==> config.mk <==
export PLATFORM = sky130hd
export DESIGN_NAME = inst_encoder
export DESIGN_NICKNAME = d
export VERILOG_FILES = /design/src/rtl/inst_encoder_pkg.sv /design/src/rtl/inst_encoder_pack.sv /design/src/rtl/inst_encoder.sv
export SDC_FILE = /design/constraint.sdc
export NUM_CORES = 1
export LEC_CHECK = 0
export BUFFER_PORTS_ARGS = -buffer_cell sky130_fd_sc_hd__buf_4
export CAP_MARGIN = 15
export CORE_MARGIN = 2
export CORE_UTILIZATION = 47
export CTS_BUF_LIST = sky130_fd_sc_hd__clkbuf_4
export CTS_CLUSTER_DIAMETER = 30
export DETAILED_ROUTE_END_ITERATION = 8
export PLACE_DENSITY = 0.82
export SLEW_MARGIN = 20
export SYNTH_ARGS = -nofsm -noshare
export SYNTH_HDL_FRONTEND = slang
export SYNTH_SLANG_ARGS = --single-unit
==> constraint.sdc <==
create_clock -name clk -period 2.4 [get_ports clk]
set_input_delay 0.36 -clock clk [delete_from_list [all_inputs] [get_ports clk]]
set_output_delay 0.36 -clock clk [all_outputs]
set_load 0.02 [all_outputs]
==> src/rtl/inst_encoder_pkg.sv <==
// Shared CPU32 encoding constants: instruction field widths, opcodes the decoder
// executes, and R-type function codes.
package inst_encoder_pkg;

  localparam int unsigned WORD_W = 32;
  localparam int unsigned OP_W   = 6;
  localparam int unsigned REG_W  = 5;
  localparam int unsigned FUNC_W = 6;
  localparam int unsigned IMM_W  = 16;
  localparam int unsigned TGT_W  = 26;

  typedef enum logic [OP_W-1:0] {
    OP_R    = 6'h00,
    OP_J    = 6'h02,
    OP_BEQ  = 6'h04,
    OP_BNE  = 6'h05,
    OP_ADDI = 6'h08,
    OP_LW   = 6'h23,
    OP_SW   = 6'h2B
  } opcode_e;

  localparam logic [FUNC_W-1:0] R_ADD = 6'h20;
  localparam logic [FUNC_W-1:0] R_SUB = 6'h22;
  localparam logic [FUNC_W-1:0] R_AND = 6'h24;
  localparam logic [FUNC_W-1:0] R_OR  = 6'h25;
  localparam logic [FUNC_W-1:0] R_SLT = 6'h2A;

endpackage

==> src/rtl/inst_encoder_pack.sv <==
// Combinational field-to-word packer; the opcode case mirrors the decoder so that
// anything the decoder cannot execute is flagged as illegal.
module inst_pack
  import inst_encoder_pkg::*;
(
  input  logic [OP_W-1:0]   op_i,
  input  logic [REG_W-1:0]  rs_i,
  input  logic [REG_W-1:0]  rt_i,
  input  logic [REG_W-1:0]  rd_i,
  input  logic [FUNC_W-1:0] func_i,
  input  logic [IMM_W-1:0]  imm_i,
  input  logic [TGT_W-1:0]  target_i,
  output logic [WORD_W-1:0] word_o,
  output logic              legal_o
);

  always_comb begin
    word_o  = '0;
    legal_o = 1'b0;
    case (op_i)
      OP_R: begin
        word_o  = {op_i, rs_i, rt_i, rd_i, 5'b0, func_i};
        legal_o = 1'b1;
      end
      OP_BEQ, OP_BNE, OP_ADDI, OP_LW, OP_SW: begin
        word_o  = {op_i, rs_i, rt_i, imm_i};
        legal_o = 1'b1;
      end
      OP_J: begin
        word_o  = {op_i, target_i};
        legal_o = 1'b1;
      end
      default: ;
    endcase
  end

endmodule

==> src/rtl/inst_encoder.sv <==
// CPU32 program loader: packs field-level instructions and writes them to sequential
// imem addresses. Define INST_ENC_VERIFY_EN to read back and compare each word.
module inst_encoder
  import inst_encoder_pkg::*;
#(
  parameter int unsigned ADDR_W = 8
) (
  input  logic              clk,
  input  logic              rst_n,
  input  logic              start,
  input  logic [ADDR_W-1:0] base_addr,
  input  logic              in_valid,
  output logic              in_ready,
  input  logic              in_last,
  input  logic [5:0]        in_op,
  input  logic [4:0]        in_rs,
  input  logic [4:0]        in_rt,
  input  logic [4:0]        in_rd,
  input  logic [5:0]        in_func,
  input  logic [15:0]       in_imm,
  input  logic [25:0]       in_target,
  output logic              imem_we,
  output logic [ADDR_W-1:0] imem_addr,
  output logic [31:0]       imem_wdata,
  input  logic [31:0]       imem_rdata,
  output logic [ADDR_W:0]   count,
  output logic              done,
  output logic              err
);

  typedef enum logic [2:0] {
    ST_IDLE, ST_RUN, ST_WRITE, ST_CHECK, ST_DONE, ST_ERR
  } state_e;

  localparam logic [ADDR_W-1:0] ADDR_MAX = {ADDR_W{1'b1}};

  state_e            state_q;
  logic              ready_q, we_q, done_q, err_q, last_q;
  logic [ADDR_W-1:0] addr_q;
  logic [WORD_W-1:0] wdata_q;
  logic [ADDR_W:0]   count_q;

  logic [WORD_W-1:0] word_c;
  logic              legal_c;
  logic              accept_c;
  logic              word_done_c;

  inst_pack u_pack (
    .op_i     (in_op),
    .rs_i     (in_rs),
    .rt_i     (in_rt),
    .rd_i     (in_rd),
    .func_i   (in_func),
    .imm_i    (in_imm),
    .target_i (in_target),
    .word_o   (word_c),
    .legal_o  (legal_c)
  );

  assign accept_c = in_valid & ready_q;

  // A word is finished once written (and, with read-back, once it compares equal).
`ifdef INST_ENC_VERIFY_EN
  assign word_done_c = (state_q == ST_CHECK) && (imem_rdata == wdata_q);
`else
  assign word_done_c = (state_q == ST_WRITE);
  logic unused_rdata_c;
  assign unused_rdata_c = ^imem_rdata;
`endif

  always_ff @(posedge clk or negedge rst_n) begin
    if (!rst_n) begin
      state_q <= ST_IDLE;
      ready_q <= 1'b0;
      we_q    <= 1'b0;
      done_q  <= 1'b0;
      err_q   <= 1'b0;
      last_q  <= 1'b0;
      addr_q  <= '0;
      wdata_q <= '0;
      count_q <= '0;
    end else if (start) begin
      state_q <= ST_RUN;
      ready_q <= 1'b1;
      we_q    <= 1'b0;
      done_q  <= 1'b0;
      err_q   <= 1'b0;
      addr_q  <= base_addr;
      count_q <= '0;
    end else begin
      we_q <= 1'b0;
      case (state_q)
        ST_RUN: begin
          if (accept_c) begin
            ready_q <= 1'b0;
            last_q  <= in_last;
            if (legal_c) begin
              we_q    <= 1'b1;
              wdata_q <= word_c;
              state_q <= ST_WRITE;
            end else begin
              err_q   <= 1'b1;
              state_q <= ST_ERR;
            end
          end
        end
`ifdef INST_ENC_VERIFY_EN
        ST_WRITE: state_q <= ST_CHECK;
        ST_CHECK: begin
          if (imem_rdata != wdata_q) begin
            err_q   <= 1'b1;
            state_q <= ST_ERR;
          end
        end
`endif
        default: ;
      endcase

      // Advance after a completed word; the top address never wraps.
      if (word_done_c) begin
        count_q <= count_q + (ADDR_W+1)'(1);
        if (last_q) begin
          done_q  <= 1'b1;
          state_q <= ST_DONE;
          if (addr_q != ADDR_MAX) addr_q <= addr_q + ADDR_W'(1);
        end else if (addr_q == ADDR_MAX) begin
          err_q   <= 1'b1;
          state_q <= ST_ERR;
        end else begin
          addr_q  <= addr_q + ADDR_W'(1);
          ready_q <= 1'b1;
          state_q <= ST_RUN;
        end
      end
    end
  end

  assign in_ready   = ready_q;
  assign imem_we    = we_q;
  assign imem_addr  = addr_q;
  assign imem_wdata = wdata_q;
  assign count      = count_q;
  assign done       = done_q;
  assign err        = err_q;

endmodule

# Word-level counts from Yosys, hierarchy flattened
# Cells that the tools add are included.
[classes]
addsub = 2
eq_ne = 12
n_mux = 36
n_bitwise = 2
n_reduce_logical = 12
[ops]
columns = ["cell", "count"]
rows = [
  ["32-bit case mux with 3 select lines", 1],
  ["8-bit 2-to-1 mux", 5],
  ["1-bit 2-to-1 mux", 21],
  ["3-bit 2-to-1 mux", 7],
  ["9-bit 2-to-1 mux", 2],
  ["6-bit by 3-bit equality test with 1-bit output (second input constant)", 2],
  ["6-bit equality test (second input constant)", 2],
  ["9-bit by 1-bit adder with 9-bit output (second input constant)", 1],
  ["8-bit by 1-bit adder with 8-bit output (second input constant)", 1],
  ["8-bit equality test (second input constant)", 1],
  ["8-bit inequality test (second input constant)", 1],
  ["7-bit OR reduction", 1],
  ["6-bit by 2-bit equality test with 1-bit output (second input constant)", 1],
  ["6-bit by 4-bit equality test with 1-bit output (second input constant)", 1],
  ["6-bit logical NOT", 1],
  ["3-bit AND reduction", 2],
  ["3-bit nonzero test", 2],
  ["5-bit OR reduction", 1],
  ["2-bit AND reduction", 2],
  ["4-bit AND reduction", 1],
  ["2-bit nonzero test", 2],
  ["3-bit by 1-bit equality test with 1-bit output (second input constant)", 1],
  ["3-bit by 2-bit equality test with 1-bit output (second input constant)", 1],
  ["3-bit by 2-bit inequality test with 1-bit output (second input constant)", 1],
  ["other kinds (3)", 3],
]
[totals]
register_bits = 57
wordCells = 73

# Depth between registers and ports, before layout
[depth]
depth_word = 10
depth_mapped = 7
mapped_depth_nobuf = 5

# Cells and area by module
# From an unflattened synthesis, not the netlist that was laid out.
[hier_totals]
cells_unflattened = 259
hier_area_um2 = 3059.2
[modules_own_cells]
columns = ["mod", "instances", "cells_each", "area_each_um2"]
rows = [
  ["inst_encoder", 1, 194, 2464.9],
  ["inst_pack", 1, 65, 594.3],
]

# Worst setup path after synthesis
# OpenSTA, ideal clock, no wires.
[synth_path]
path_kind = "input -> register"
startpoint = "in in_op[1]"
endpoint = "reg wdata_q[0] (netlist: imem_wdata[0])"
t_arrival_ps = 1812
t_required_ps = 2275
path_slack_ps = 463
stages = 6
path_buffers = 2
path_cell_list = "buf_6 > or4b_4 > a31oi_4 > nand2_4 > buf_6 > mux2_4"
[synth_between]
elab_chain_cells = 4
[synth_lines]
columns = ["item", "line_no", "text"]
rows = [
  ["start, declared", "inst_encoder.sv:15", "input logic [5:0] in_op,"],
  ["6-bit by 3-bit equality test with 1-bit output (tied with other cells)", "inst_encoder_pack.sv:20", "case (op_i)"],
  ["7-bit OR reduction (no source line)", "--", ""],
  ["1-bit 2-to-1 mux", "inst_encoder_pack.sv:20", ""],
  ["4-bit AND reduction (no source line)", "--", ""],
  ["end signal, assigned", "inst_encoder.sv:99", "wdata_q <= word_c;"],
  ["end, declared", "inst_encoder.sv:40", "logic [WORD_W-1:0] wdata_q;"],
]
# Several ways; a longest one is shown, not always the timed one.
# A chain may end at the register's enable or synchronous reset.

# Final worst setup path
[layout_path]
startpoint = "reg state_q[1]"
endpoint = "reg wdata_q[23] (netlist: imem_wdata[23])"
[layout_between]
elab_chain_cells = 2
[layout_lines]
columns = ["item", "line_no", "text"]
rows = [
  ["start, declared", "inst_encoder.sv:37", "state_e state_q;"],
  ["start signal, assigned", "inst_encoder.sv:73", "state_q <= ST_IDLE;"],
  ["start signal, assigned", "inst_encoder.sv:83", "state_q <= ST_RUN;"],
  ["start signal, assigned", "inst_encoder.sv:100", "state_q <= ST_WRITE;"],
  ["3-bit by 1-bit equality test with 1-bit output", "inst_encoder.sv:92", "case (state_q)"],
  ["4-bit AND reduction (no source line)", "--", ""],
]
# Every way passes these cells.

==> flow_metrics.py <==
metrics = {
    "global_routing": {
        "grt_max_degree": 58,
        "antenna_found_initial": 0,
        "grt_pass1_vias": 2773,
        "grt_use_total_pct": 21.8,
        "grt_pass1_wl_um": 12800,
        "grt-ovfl-total": 0,
    },
    "synthesis": {
        "async_flop_share_pct": 100,
        "synth_seq_cells": 57,
        "ys_seq_area_share_pct": 44.1,
        "synthTopCellsByArea": "dfrtp_1 (44%), mux2_4 (11%), mux2i_1 (4.3%), o2bb2ai_1 (4.1%), nand2b_1 (3.5%)",
        "synth_ff_type": "dfrtp_1",
        "yosysWarnings": 0,
        "ys_types": 49,
        "synth_nets": 403,
        "yosysTopAreaCell": "dfrtp_1",
        "synth_enable_flop_cells": 0,
        "postSynthCellCount": 287,
        "synth.avg_cell_area_um2": 11.3,
        "syn_area_mm2": 0.00324,
        "synth.top_cell.area_share_pct": 44.1,
    },
    "die": {
        "floorplan.rows": 30,
        "core_area_mm2": 0.00672,
        "start_util_pct": 48.2,
        "die_area_mm2": 0.00756,
        "io_pins": 167,
        "die_w_um": 87.0,
        "die_h_um": 87.0,
    },
    "timing": {
        "skew_ns": 0.00953,
        "fin_crit_sh_pct": 86.7,
        "final-setup-viol-count": 0,
        "tns_ns": 0,
        "max_freq_mhz": 480,
        "worstMarginPinSlew_ns": 0.707,
        "slew_headroom_pct": 52.9,
        "fin_crit_ns": 2.08,
        "rsz0062_at_grt": "no",
        "finalMaxSlewViolations": 0,
        "hold_violations": 0,
    },
    "routing": {
        "viasPerCell": 5.44,
        "drc": 0,
        "wl_per_cell_um": 15.9,
        "routed_wirelength_um": 8020,
        "firstDrtPassIters": 6,
        "ant_nets": 0,
        "first_iter_violations": 110,
        "dr_total_vias": 2736,
    },
    "clocking": {
        "cts.sinks": 57,
        "clockBufferDepth": 2,
        "cts_tree": "built",
        "numCtsBuffers": 9,
        "cts_setup_buffers": 0,
        "clockRootBuffer": "clkbuf_4",
        "clkTransAtPathRegs_ns": 0.11,
        "cts_resized": 0,
        "clk_latency_ns": 0.38,
        "cts_max_level": 3,
        "ctsHoldBuffers": 0,
    },
    "cells_and_area": {
        "num_antenna_cells": 0,
        "nNetsFinal": 534,
        "regArea_mm2": 0.00143,
        "syn_to_final_growth_pct": 38.2,
        "nFillCells": 534,
        "drive_gt1_share_pct": 44.9,
        "utilization_pct": 66.5,
        "multi_input_area_mm2": 0.00165,
    },
    "placed_design": {
        "io_buffers": 134,
        "hpwl_um": 5940,
        "gp_congestion": 0.847,
    },
    "hold_path": {
        "hold_class": "input pin to asynchronous set/reset pin",
    },
    "setup_path": {
        "cp_max_fo": 29,
        "ff2ff_setup_slack_ns": 0.32,
        "worstPathArrival_ns": 2.35,
        "criticalPathCategory": "flip-flop to flip-flop",
        "reg2reg_to": "imem_wdata[23]",
        "start_kind": "flip-flop",
        "ff2ff_path_depth": 5,
        "critPathCaptureType": "flip-flop",
        "crit_required_ns": 2.67,
        "rr_startpoint": "state_q[1]",
    },
    "run": {
        "cap_violations": 0,
    },
    "power_and_ir_drop": {
        "power.leakage_nw": 2.29,
        "p_per_area_mw_per_mm2": 556,
        "worst_ir_drop_vdd_uv": 272,
    },
    "outcome": {
        "status": "finished, final reports clean",
    },
}
==> placed cells by master (no fill, tap or decap), drive strengths merged, types with 2 or more instances in the layout <==
cell type  instances
buf              138
dfrtp             57
mux2              29
nand2             19
nand2b            18
inv               18
o2bb2ai           15
mux2i             14
o32ai             11
nor2              10
o21ai             10
clkbuf             9
xor2               7
nor3               7
a21oi              5
xnor2              5
nand4              4
o211ai             4
or3                3
nand3              3
nor3b              3
and2               3
a22o               3
bufinv             3
or3b               2
nor4               2
and3               2
ha                 2
or4b               2
a31oi              2
==> report_power, final <==
| part | leakage, nW | internal [mW] | total (mW) | switching (mW) |
|---|---|---|---|---|
| Sequential | 0.763 | 1.02 | 1.08 | 0.0575 |
| Clock | 0.102 | 0.540 | 0.930 | 0.390 |
| Combinational | 1.43 | 0.251 | 0.477 | 0.226 |
==> registers in the layout, summed over array words and instances (netlist names) <==
signal      flops
err             1
state_q         3
last_q          1
done            1
in_ready        1
count           9
imem_wdata     32
imem_addr       8
imem_we         1
==> cells by family after synthesis <==
| family | share of synthesized area [%] |
|---|---|
| buffers and inverters | 5.03 |
| AND/OR/NAND/NOR | 14.7 |
| AO/OA/AOI/OAI | 15.0 |
| adder cells (fa/ha/maj) | 0.773 |
| multiplexers | 17.1 |
| flip-flops | 44.1 |
| XOR/XNOR | 3.25 |
==> worst max-delay path by stage <==
stage	from	end	slack, ns	cells past startpoint
after detailed placement	in_op[5]	imem_wdata[24]	0.27	6
after CTS	state_q[1]	imem_wdata[23]	0.31	5
after global routing	state_q[1]	imem_wdata[23]	0.22	5
final	state_q[1]	imem_wdata[23]	0.32	5
after floorplan	in_op[1]	imem_wdata[0]	0.46	6
after global placement	in_op[5]	imem_wdata[23]	0.29	6
==> layout make-up <==
cell class / instances / area share [%]
inverters: 15 / 1.26
repair buffers: 138 / 23.5
multi-input cells: 197 / 36.8
well taps: 80 / 2.24
flip-flops and latches: 57 / 31.9
clock buffers: 9 / 1.51
clock inverters: 7 / 2.80
==> cells in the mapped netlist, types with 2 or more instances <==
master / instances
nand4_1: 4
ha_1: 2
clkbuf_1: 12
nor4_1: 2
o32ai_2: 4
o2bb2ai_1: 15
o32ai_1: 7
nor2_1: 10
or3_1: 3
xnor2_1: 5
nor3b_1: 3
a22o_1: 3
buf_6: 5
o211ai_1: 4
a21oi_1: 5
nand2b_1: 18
inv_1: 15
and3_1: 2
nor3_2: 2
and2_1: 3
nand3_1: 3
or3b_2: 2
nand2_1: 18
mux2i_1: 14
mux2_1: 4
mux2_4: 23
o21ai_0: 10
dfrtp_1: 57
mux2_2: 2
xor2_1: 7
nor3_1: 5
==> metrics by stage <==
| step | total power [mW] | hold slack, ns | setup WS, ns | area (um2) | instances |
|---|---|---|---|---|---|
| after global routing | 2.60 | 0.0502 | 0.219 | 4470 | 503 |
| after CTS | 2.52 | 0.0118 | 0.312 | 4470 | 503 |
| after global placement | 1.57 | 0.462 | 0.292 | 4280 | 487 |
| after detailed placement | 1.58 | 0.465 | 0.266 | 4280 | 487 |
| after floorplan | 1.33 | 0.0644 | 0.463 | 3240 | 287 |
| final | 2.49 | 0.00481 | 0.318 | 4470 | 503 |
==> critical path, cell delays in order (launching register included) <==
cell,delay (ns)
dfrtp_1,0.48
or3b_2,0.52
nor3_2,0.29
nand2_4,0.12
buf_12,0.20
mux2_1,0.33
==> layer usage <==
layer | GRT usage [%] | part of all wire [%] | wire length (um)
met3 | 5.12 | 7.4 | 594
met1 | 25.5 | 40 | 3220
met2 | 38.0 | 51 | 4090
met4 | 9.52 | 1.5 | 121
met5 | 0 | 0 | 0
Note: power is estimated with default switching activity, not from simulation.
